`src/rtl/vga_timing_pkg.sv`:
```
// 640x480@60 VGA timing constants and lock-FSM types shared by the VGA generator and sink.
package vga_timing_pkg;

    localparam int VGA_H_ACTIVE = 640;
    localparam int VGA_H_FP     = 16;
    localparam int VGA_H_SYNC   = 96;
    localparam int VGA_H_BP     = 48;
    localparam int VGA_H_TOTAL  = 800;

    localparam int VGA_V_ACTIVE = 480;
    localparam int VGA_V_FP     = 10;
    localparam int VGA_V_SYNC   = 2;
    localparam int VGA_V_BP     = 33;
    localparam int VGA_V_TOTAL  = 525;

    localparam int POS_W = 10;
    localparam int TO_W  = 12;
    localparam int SIG_W = 16;

    typedef enum logic [1:0] {
        LK_UNLOCKED = 2'd0,
        LK_ARMED    = 2'd1,
        LK_COUNTING = 2'd2,
        LK_LOCKED   = 2'd3
    } lock_state_e;

    function automatic logic [SIG_W-1:0] rotl16(input logic [SIG_W-1:0] v);
        return {v[SIG_W-2:0], v[SIG_W-1]};
    endfunction

endpackage

```
`src/rtl/vga_sync_decoder_frame_sig.sv`:
```
// Per-frame pixel signature: rotate-left-by-one then xor the pixel colour on every
// enabled cycle; clear restarts the frame, capture publishes the finished value.
module frame_sig
    import vga_timing_pkg::*;
(
    input  logic             i_clk,
    input  logic             i_rst_n,
    input  logic             i_en,
    input  logic             i_clear,
    input  logic             i_capture,
    input  logic [2:0]       i_rgb,
    output logic [SIG_W-1:0] o_sig,
    output logic             o_valid
);

    logic [SIG_W-1:0] acc_q, acc_d;
    logic [SIG_W-1:0] sig_q, sig_d;
    logic             valid_q, valid_d;

    // Capture reads the pre-clear accumulator, so a frame end can publish and restart together.
    always_comb begin
        acc_d = acc_q;
        if (i_clear) begin
            acc_d = '0;
        end else if (i_en) begin
            acc_d = rotl16(acc_q) ^ {13'b0, i_rgb};
        end
        sig_d   = i_capture ? acc_q : sig_q;
        valid_d = i_capture;
    end

    always_ff @(posedge i_clk or negedge i_rst_n) begin
        if (!i_rst_n) begin
            acc_q   <= '0;
            sig_q   <= '0;
            valid_q <= 1'b0;
        end else begin
            acc_q   <= acc_d;
            sig_q   <= sig_d;
            valid_q <= valid_d;
        end
    end

    assign o_sig   = sig_q;
    assign o_valid = valid_q;

endmodule

```
`src/rtl/vga_sync_decoder.sv`:
```
// VGA sink: locks onto hsync/vsync, recovers pixel coordinates and data-enable,
// flags misplaced sync edges and hsync timeouts, and signs each locked frame.
module vga_sync_decoder
    import vga_timing_pkg::*;
#(
    parameter int H_ACTIVE        = VGA_H_ACTIVE,
    parameter int H_FP            = VGA_H_FP,
    parameter int H_TOTAL         = VGA_H_TOTAL,
    parameter int V_ACTIVE        = VGA_V_ACTIVE,
    parameter int V_FP            = VGA_V_FP,
    parameter int V_TOTAL         = VGA_V_TOTAL,
    parameter int LOCK_FRAMES     = 2,
    parameter bit SYNC_ACTIVE_LOW = 1'b1
) (
    input  logic        i_clk,
    input  logic        i_rst_n,
    input  logic        i_hsync,
    input  logic        i_vsync,
    input  logic [2:0]  i_rgb,
    output logic [9:0]  o_hpos,
    output logic [9:0]  o_vpos,
    output logic [2:0]  o_rgb,
    output logic        o_de,
    output logic        o_locked,
    output logic        o_frame_start,
    output logic        o_err_h,
    output logic        o_err_v,
    output logic        o_err_to,
    output logic [15:0] o_frame_sig,
    output logic        o_sig_valid
);

    localparam logic [POS_W-1:0] H_LAST     = POS_W'(H_TOTAL - 1);
    localparam logic [POS_W-1:0] V_LAST     = POS_W'(V_TOTAL - 1);
    localparam logic [POS_W-1:0] H_FALL_POS = POS_W'(H_ACTIVE + H_FP);
    localparam logic [POS_W-1:0] V_FALL_POS = POS_W'(V_ACTIVE + V_FP);
    localparam logic [POS_W-1:0] H_ACT      = POS_W'(H_ACTIVE);
    localparam logic [POS_W-1:0] V_ACT      = POS_W'(V_ACTIVE);
    localparam logic [TO_W-1:0]  TO_LIMIT   = TO_W'(2 * H_TOTAL);
    localparam logic [3:0]       GOOD_GOAL  = 4'(LOCK_FRAMES);

    lock_state_e      state_q, state_d;
    logic [3:0]       good_q, good_d;
    logic [POS_W-1:0] hc_q, hc_d, vc_q, vc_d;
    logic [POS_W-1:0] hc_inc, vc_inc;
    logic [TO_W-1:0]  to_cnt_q, to_cnt_d;
    logic             h_prev_q, v_prev_q;
    logic [2:0]       rgb_q;
    logic             locked_q, locked_d;
    logic             de_q, de_d;
    logic             fs_q, fs_d;
    logic             err_h_q, err_h_d;
    logic             err_v_q, err_v_d;
    logic             err_to_q, err_to_d;
    logic             s_h, s_v, h_fall, v_fall, err_any, sig_capture;

    assign s_h    = SYNC_ACTIVE_LOW ? ~i_hsync : i_hsync;
    assign s_v    = SYNC_ACTIVE_LOW ? ~i_vsync : i_vsync;
    assign h_fall = s_h & ~h_prev_q;
    assign v_fall = s_v & ~v_prev_q;

    // Free-running position with resync loads; the vsync load of hc wins over the hsync load.
    always_comb begin
        hc_inc = (hc_q == H_LAST) ? '0 : hc_q + POS_W'(1);
        vc_inc = vc_q;
        if (hc_q == H_LAST) begin
            vc_inc = (vc_q == V_LAST) ? '0 : vc_q + POS_W'(1);
        end
        err_h_d = h_fall && (hc_inc != H_FALL_POS);
        err_v_d = v_fall && ((hc_inc != '0) || (vc_inc != V_FALL_POS));
        hc_d = hc_inc;
        vc_d = vc_inc;
        if (err_h_d) begin
            hc_d = H_FALL_POS;
        end
        if (err_v_d) begin
            hc_d = '0;
            vc_d = V_FALL_POS;
        end
        to_cnt_d = h_fall ? '0 : ((to_cnt_q == '1) ? to_cnt_q : to_cnt_q + TO_W'(1));
        err_to_d = !h_fall && (to_cnt_q != '1) && (to_cnt_q + TO_W'(1) == TO_LIMIT);
    end

    assign err_any = err_h_d | err_v_d | err_to_d;

    always_comb begin
        state_d = state_q;
        good_d  = good_q;
        if (err_any) begin
            state_d = LK_UNLOCKED;
            good_d  = '0;
        end else if (v_fall) begin
            case (state_q)
                LK_UNLOCKED: state_d = LK_ARMED;
                LK_ARMED, LK_COUNTING: begin
                    good_d  = good_q + 4'd1;
                    state_d = (good_d == GOOD_GOAL) ? LK_LOCKED : LK_COUNTING;
                end
                default: state_d = state_q;
            endcase
        end
    end

    always_comb begin
        locked_d    = (state_d == LK_LOCKED);
        de_d        = locked_d && (hc_d < H_ACT) && (vc_d < V_ACT);
        fs_d        = locked_d && (hc_d == '0) && (vc_d == '0);
        sig_capture = v_fall && !err_any && (state_q == LK_LOCKED);
    end

    always_ff @(posedge i_clk or negedge i_rst_n) begin
        if (!i_rst_n) begin
            state_q  <= LK_UNLOCKED;
            good_q   <= '0;
            hc_q     <= '0;
            vc_q     <= '0;
            to_cnt_q <= '0;
            h_prev_q <= 1'b0;
            v_prev_q <= 1'b0;
            rgb_q    <= '0;
            locked_q <= 1'b0;
            de_q     <= 1'b0;
            fs_q     <= 1'b0;
            err_h_q  <= 1'b0;
            err_v_q  <= 1'b0;
            err_to_q <= 1'b0;
        end else begin
            state_q  <= state_d;
            good_q   <= good_d;
            hc_q     <= hc_d;
            vc_q     <= vc_d;
            to_cnt_q <= to_cnt_d;
            h_prev_q <= s_h;
            v_prev_q <= s_v;
            rgb_q    <= i_rgb;
            locked_q <= locked_d;
            de_q     <= de_d;
            fs_q     <= fs_d;
            err_h_q  <= err_h_d;
            err_v_q  <= err_v_d;
            err_to_q <= err_to_d;
        end
    end

    frame_sig u_frame_sig (
        .i_clk     (i_clk),
        .i_rst_n   (i_rst_n),
        .i_en      (de_d),
        .i_clear   (v_fall),
        .i_capture (sig_capture),
        .i_rgb     (i_rgb),
        .o_sig     (o_frame_sig),
        .o_valid   (o_sig_valid)
    );

    assign o_hpos        = hc_q;
    assign o_vpos        = vc_q;
    assign o_rgb         = rgb_q;
    assign o_de          = de_q;
    assign o_locked      = locked_q;
    assign o_frame_start = fs_q;
    assign o_err_h       = err_h_q;
    assign o_err_v       = err_v_q;
    assign o_err_to      = err_to_q;

endmodule

```
`config.mk`:
```
export PLATFORM = sky130hd
export DESIGN_NAME = vga_sync_decoder
export DESIGN_NICKNAME = d
export VERILOG_FILES = /design/src/rtl/vga_timing_pkg.sv /design/src/rtl/vga_sync_decoder_frame_sig.sv /design/src/rtl/vga_sync_decoder.sv
export SDC_FILE = /design/constraint.sdc
export NUM_CORES = 1
export LEC_CHECK = 0
export CORE_MARGIN = 2
export CORE_UTILIZATION = 35
export CTS_BUF_LIST = sky130_fd_sc_hd__clkbuf_4 sky130_fd_sc_hd__clkbuf_8
export DETAILED_ROUTE_END_ITERATION = 7
export GPL_TIMING_DRIVEN = 0
export PLACE_DENSITY = 0.51
export SYNTH_ARGS = -nofsm -noshare
export SYNTH_HDL_FRONTEND = slang
export SYNTH_SLANG_ARGS = --single-unit
```
`constraint.sdc`:
```
create_clock -name i_clk -period 3.7 [get_ports i_clk]
set_input_delay 0.555 -clock i_clk [delete_from_list [all_inputs] [get_ports i_clk]]
set_output_delay 0.555 -clock i_clk [all_outputs]
set_load 0.01 [all_outputs]
```
==> metrics.cfg, run 1 <==
[power]
power_density_nw_per_um2 = 382
p_leak_nw = 2.30
vdd_drop_max_uv = 181
finalPower_mw = 2.09

[final_layout]
final_common_cell = dfrtp_1
drive_gt1_share_pct = 10.1
most-common-layout-cells = 80 x dfrtp_1, 53 x nand2_1, 51 x clkdlybuf4s50_1
area_delta_synth_final_pct = 23.7
n_antenna_cell = 0
fin_nets = 550

[clocking]
path_clk_slew_ps = 90
cts.root.buffer_cell = clkbuf_8
tritoncts = yes
cts_max_path_buffers = 2
cts-hold-fix-buffers = 0
htree_num_levels = 3
clock_latency_ps = 370
clock-sinks = 82
cts_buffers = 9

[sta]
drv_slew = 0
max_freq_mhz = 289
rsz0062_at_grt = false
finalSetupViolCount = 0
fin_skew_ps = 9.39
tightest_slew_ps = 800
hold_violations = 0
min_period_ps = 3460
fin_crit_sh_pct = 93.6
final.setup.tns_ps = 0
slew-limit-headroom_pct = 46.6
final.setup.worst_slack_ps = 237

[floorplan]
start_util_pct = 35.5
dieHeight_um = 116
ioPinCount = 53
fp.dieW_um = 116
die-area_um2 = 13500
rows = 41
core_um2 = 12500

[synthesis]
avgSynthCellArea_um2 = 9.49
synth.distinct_cells = 57
ys.flop_type = dfrtp_1
synth_nets = 484
yosys_warnings = 0
ys_seq_area_share_pct = 46.4
ys_ff_latch = 82
synth-edff-count = 0
postSynthCellCount = 466
async_flop_share_pct = 100
syn-cell-area_um2 = 4420

[routing]
drc_errors = 0
via_per_inst = 5.09
drtAntennaViolNets = 0
wl_um = 10400
drt-wirelength-per-cell_um = 14.7
vias = 3611
drtIter0Drc = 167
first_pass_iters = 4

[grt]
grt_pass1_wl_um = 17800
grt_usage_pct = 16.8
first_global_vias = 3463
antenna_found_initial = 0
grt_overflow = 0
grt_max_degree = 53

[critical_path]
critPathLaunchType = register
path_class = reg -> reg
max_stage_delay_ps = 610
endpoint_kind = register
cp_max_fo = 10
required_ps = 3950
crit_arrival_ps = 3720
cp_cell_sequence = ha_1 -> buf_2 -> and4_1 -> buf_4 -> nand3_1 -> or4_1 -> a32oi_4 -> and4bb_2 -> and4_1 -> buf_4 -> buf_6 -> mux2_1
critical-path-slowest-cell = or4_1
worst_path_dominant_cell_family = simple AND/OR/NAND/NOR gates
critPathBufInv = 4

[placement]
dp_slack_ps = -8.29
dp_hpwl_um = 7390
gp_congestion = 0.877
io_buffers = 52

[run_status]
status = finished clean

[min_path]
worstHoldPathType = in -> async

[job]
max_cap_violations = 0

-- timing repair --
action	in CTS	in global routing
resized for setup	1	6
setup endpoints to repair	15	25
buffers inserted	0	2
endpoints found under the hold margin	0	0
-- power breakdown --
part	total (mW)	internal, mW	switching [mW]	leakage [nW]
combinational	0.319	0.133	0.186	1.10
clock	0.812	0.458	0.353	0.120
sequential	0.958	0.931	0.0273	1.08
-- layer usage --
layer | global-route usage (%) | vias up | wire [um]
li1 | - | 1803 | -
met1 | 25.2 | 1737 | 5330
met2 | 24.2 | 62 | 4600
met3 | 2.75 | 9 | 374
met4 | 6.43 | 0 | 135
met5 | 0 | - | 0
-- worst reg2reg max path: cells and delay by family, from the launching register on --
family,cells,cell delay [ps]
mux,1,330
compound gates,1,310
flops,1,420
fa+ha+maj,1,160
buf+inv,4,680
simple gates,5,1470
-- state kept, by name, indices dropped and copies added, names as in the netlist --
name and cells:
o_rgb 3, o_frame_start 1, o_err_v 1, o_hpos 10
o_err_to 1, o_vpos 10, v_prev_q 1, u_frame_sig.o_valid 1
u_frame_sig.acc_q 16, h_prev_q 1, o_de 1, o_locked 1
state_q 2, good_q 4, to_cnt_q 12, o_err_h 1
u_frame_sig.o_sig 16
-- area by class of cell --
class	count	area (um2)
clock buffers	10	131
multi-input cells	335	2170
fillers	1258	7000
repair buffers	55	561
clock inverters	6	115
inverters	13	48.8
flip-flops and latches	82	2050
well taps	172	215
plain buffers	36	174
-- synth_stat cells (4+ instances only) --
master	number	area, um2
dfrtp_1	82	2050
nand2_1	53	199
nor2_1	39	146
o21ai_0	24	120
a21oi_1	22	110
nand3_1	21	105
clkbuf_1	19	71.3
nand4_1	16	100
nor3_1	16	80.1
xnor2_1	15	131
inv_1	13	48.8
mux2_1	13	146
xor2_1	13	114
ha_1	11	138
and4_1	10	87.6
buf_2	10	50.1
and3_1	7	43.8
a31oi_1	6	37.5
o211ai_1	6	45.0
a211oi_1	5	37.5
a211o_1	4	35.0
a31o_2	4	35.0
and2_1	4	25.0
buf_4	4	30.0
nor4_1	4	25.0
-- stage by stage --
step / utilization [%] / area [um2] / hold WS [ps] / instances
6_report: 43.9 / 5470 / 107 / 709
5_1_grt: 43.9 / 5470 / 140 / 709
4_1_cts: 43.6 / 5430 / 118 / 707
3_5_place_dp: 41.6 / 5180 / 474 / 691
3_3_place_gp: 41.4 / 5160 / 467 / 690
2_1_floorplan: - / 4420 / 259 / 466
-- path summary, 6_finish.rpt --
kind / start / to / slack [ps] / depth (start not counted)
worst max-delay path: o_hpos[0] / u_frame_sig.o_sig[8] / 240 / 12
worst min-delay path: i_rst_n / o_vpos[7] / 110 / 1
worst max register to register: o_hpos[0] / u_frame_sig.o_sig[8] / 240 / 12
worst min register to register: u_frame_sig.o_sig[13] / u_frame_sig.o_sig[13] / 490 / 1
max in group asynchronous: i_rst_n / good_q[0] / 2990 / 2
min in group i_clk: u_frame_sig.o_sig[13] / u_frame_sig.o_sig[13] / 490 / 1
-- cells by family after synthesis --
group                      count (synthesis)  share of synthesized area (%)
xor gates and xnor gates                  28                           5.55
DFF                                       82                           46.4
AOI/OAI and AO/OA                         94                           14.3
adders and majority gates                 11                           3.11
and+or+nand+nor                          185                           21.3
buffers and inverters                     49                           4.98
muxes                                     17                           4.30
(Power assumes the default switching activity.)
==> inputs of run 2 (changes only) <==
--- a/config.mk
+++ b/config.mk
@@ -11,6 +11,7 @@
 export DETAILED_ROUTE_END_ITERATION = 7
 export GPL_TIMING_DRIVEN = 0
 export PLACE_DENSITY = 0.51
+export SLEW_MARGIN = 25
 export SYNTH_ARGS = -nofsm -noshare
 export SYNTH_HDL_FRONTEND = slang
 export SYNTH_SLANG_ARGS = --single-unit
==> run 2 against run 1 <==
First-iteration DRC count is the same. Die area is the same. Worst setup slack is the same. Non-clock buffer count is the same. Count of clock-buffer cells in the layout is the same. Cell count is the same. Fmax is the same. Combinational power is essentially flat. Sequential share of layout area is essentially flat.
==> metrics.cfg, run 2 (synthesis gave the netlist of run 1 again) <==
[run_status]
status = finished clean

[floorplan]
rows = 41
die-area_um2 = 13500
fp.dieW_um = 116
dieHeight_um = 116
core_um2 = 12500
start_util_pct = 35.5
ioPinCount = 53

[power]
power_density_nw_per_um2 = 382
vdd_drop_max_uv = 181
p_leak_nw = 2.30

[sta]
rsz0062_at_grt = false
fin_crit_sh_pct = 93.6
max_freq_mhz = 289
drv_slew = 0
slew-limit-headroom_pct = 46.6
hold_violations = 0
finalSetupViolCount = 0
min_period_ps = 3460
tightest_slew_ps = 800
fin_skew_ps = 9.39

[clocking]
htree_num_levels = 3
tritoncts = yes
cts-hold-fix-buffers = 0
cts.root.buffer_cell = clkbuf_8
cts_buffers = 9
clock_latency_ps = 370
cts_max_path_buffers = 2
clock-sinks = 82
path_clk_slew_ps = 90

[critical_path]
worst_path_dominant_cell_family = simple AND/OR/NAND/NOR gates
critical-path-slowest-cell = or4_1
crit_arrival_ps = 3720
cp_cell_sequence = ha_1 -> buf_2 -> and4_1 -> buf_4 -> nand3_1 -> or4_1 -> a32oi_4 -> and4bb_2 -> and4_1 -> buf_4 -> buf_6 -> mux2_1
path_class = reg -> reg
max_stage_delay_ps = 610
critPathBufInv = 4
endpoint_kind = register
critPathLaunchType = register
required_ps = 3950
cp_max_fo = 10

[grt]
grt_pass1_wl_um = 17800
first_global_vias = 3463
grt_overflow = 0
grt_usage_pct = 16.8
grt_max_degree = 53
antenna_found_initial = 0

[routing]
drtAntennaViolNets = 0
vias = 3611
drc_errors = 0
drtIter0Drc = 167
via_per_inst = 5.09
wl_um = 10400
drt-wirelength-per-cell_um = 14.7
first_pass_iters = 4

[final_layout]
final_util_pct = 43.9
area_delta_synth_final_pct = 23.8
fin_nets = 550
most-common-layout-cells = 80 x dfrtp_1, 53 x nand2_1, 51 x clkdlybuf4s50_1
n_antenna_cell = 0
drive_gt1_share_pct = 10.1
finalNonFillerCells = 709
final_common_cell = dfrtp_1

[job]
max_cap_violations = 0

[placement]
gp_congestion = 0.877
dp_hpwl_um = 7390
io_buffers = 52
post-place-cells = 691

[min_path]
worstHoldPathType = in -> async

-- run 2: area by class of cell --
cell class / instances / area, um2
inverter: 13 / 48.8
timing repair buffer: 55 / 564
fill: 1258 / 6990
buffer: 36 / 174
multi-input combinational: 335 / 2170
clock buffer: 10 / 131
sequential: 82 / 2050
clock inverter: 6 / 115
tap: 172 / 215
-- run 2: worst register-to-register path: stages (launching register included) --
cell and delay (ps):
dfrtp_2 420, ha_1 160, buf_2 180, and4_1 200, buf_4 160, nand3_1 150, or4_1 610, a32oi_4 310
and4bb_2 310, and4_1 200, buf_4 180, buf_6 160, mux2_1 330
-- run 2: metrics by stage --
stage	cell area, um2	hold WS (ps)	worst slack (ps)	total power [mW]	setup TNS, ps
floorplan	4420	259	510	1.17	0
global placement	5160	467	-1060	1.28	-86990
detailed placement	5180	464	-8.29	1.29	-27.3
CTS	5430	46.6	105	2.10	0
global route	5470	62.3	59.2	2.19	0
finish	5470	43.9	237	2.09	0
-- run 2: timing repair --
item	in CTS	in global routing
hold endpoints to repair	0	0
setup buffers	0	2
resized for setup	1	6
setup endpoints to repair	15	25
-- run 2: path summary, 6_finish.rpt --
path / from / end / depth (start not counted) / slack [ps]
worst min register to register: u_frame_sig.o_sig[13] / u_frame_sig.o_sig[13] / 1 / 490
max in group asynchronous: i_rst_n / good_q[0] / 2 / 3100
worst min-delay path: i_rst_n / o_vpos[7] / 1 / 40
worst max-delay path: o_hpos[0] / u_frame_sig.o_sig[8] / 12 / 240
min in group i_clk: u_frame_sig.o_sig[13] / u_frame_sig.o_sig[13] / 1 / 490
worst max register to register: o_hpos[0] / u_frame_sig.o_sig[8] / 12 / 240
-- run 2: metal layers --
| layer | up-vias | GRT usage [%] | share of wire [%] | wire (um) |
|---|---|---|---|---|
| met4 | 0 | 6.43 | 1.3 | 135 |
| li1 | 1803 | - | - | - |
| met3 | 9 | 2.75 | 3.6 | 374 |
| met2 | 62 | 24.2 | 44 | 4600 |
| met1 | 1737 | 25.2 | 51 | 5330 |
| met5 | - | 0 | 0 | 0 |
-- run 2: power by group --
group | leakage [nW] | switching [mW] | total, mW | internal, mW
clock | 0.120 | 0.353 | 0.812 | 0.458
sequential | 1.08 | 0.0273 | 0.958 | 0.931
combinational | 1.10 | 0.186 | 0.319 | 0.133
total | 2.30 | 0.567 | 2.09 | 1.52
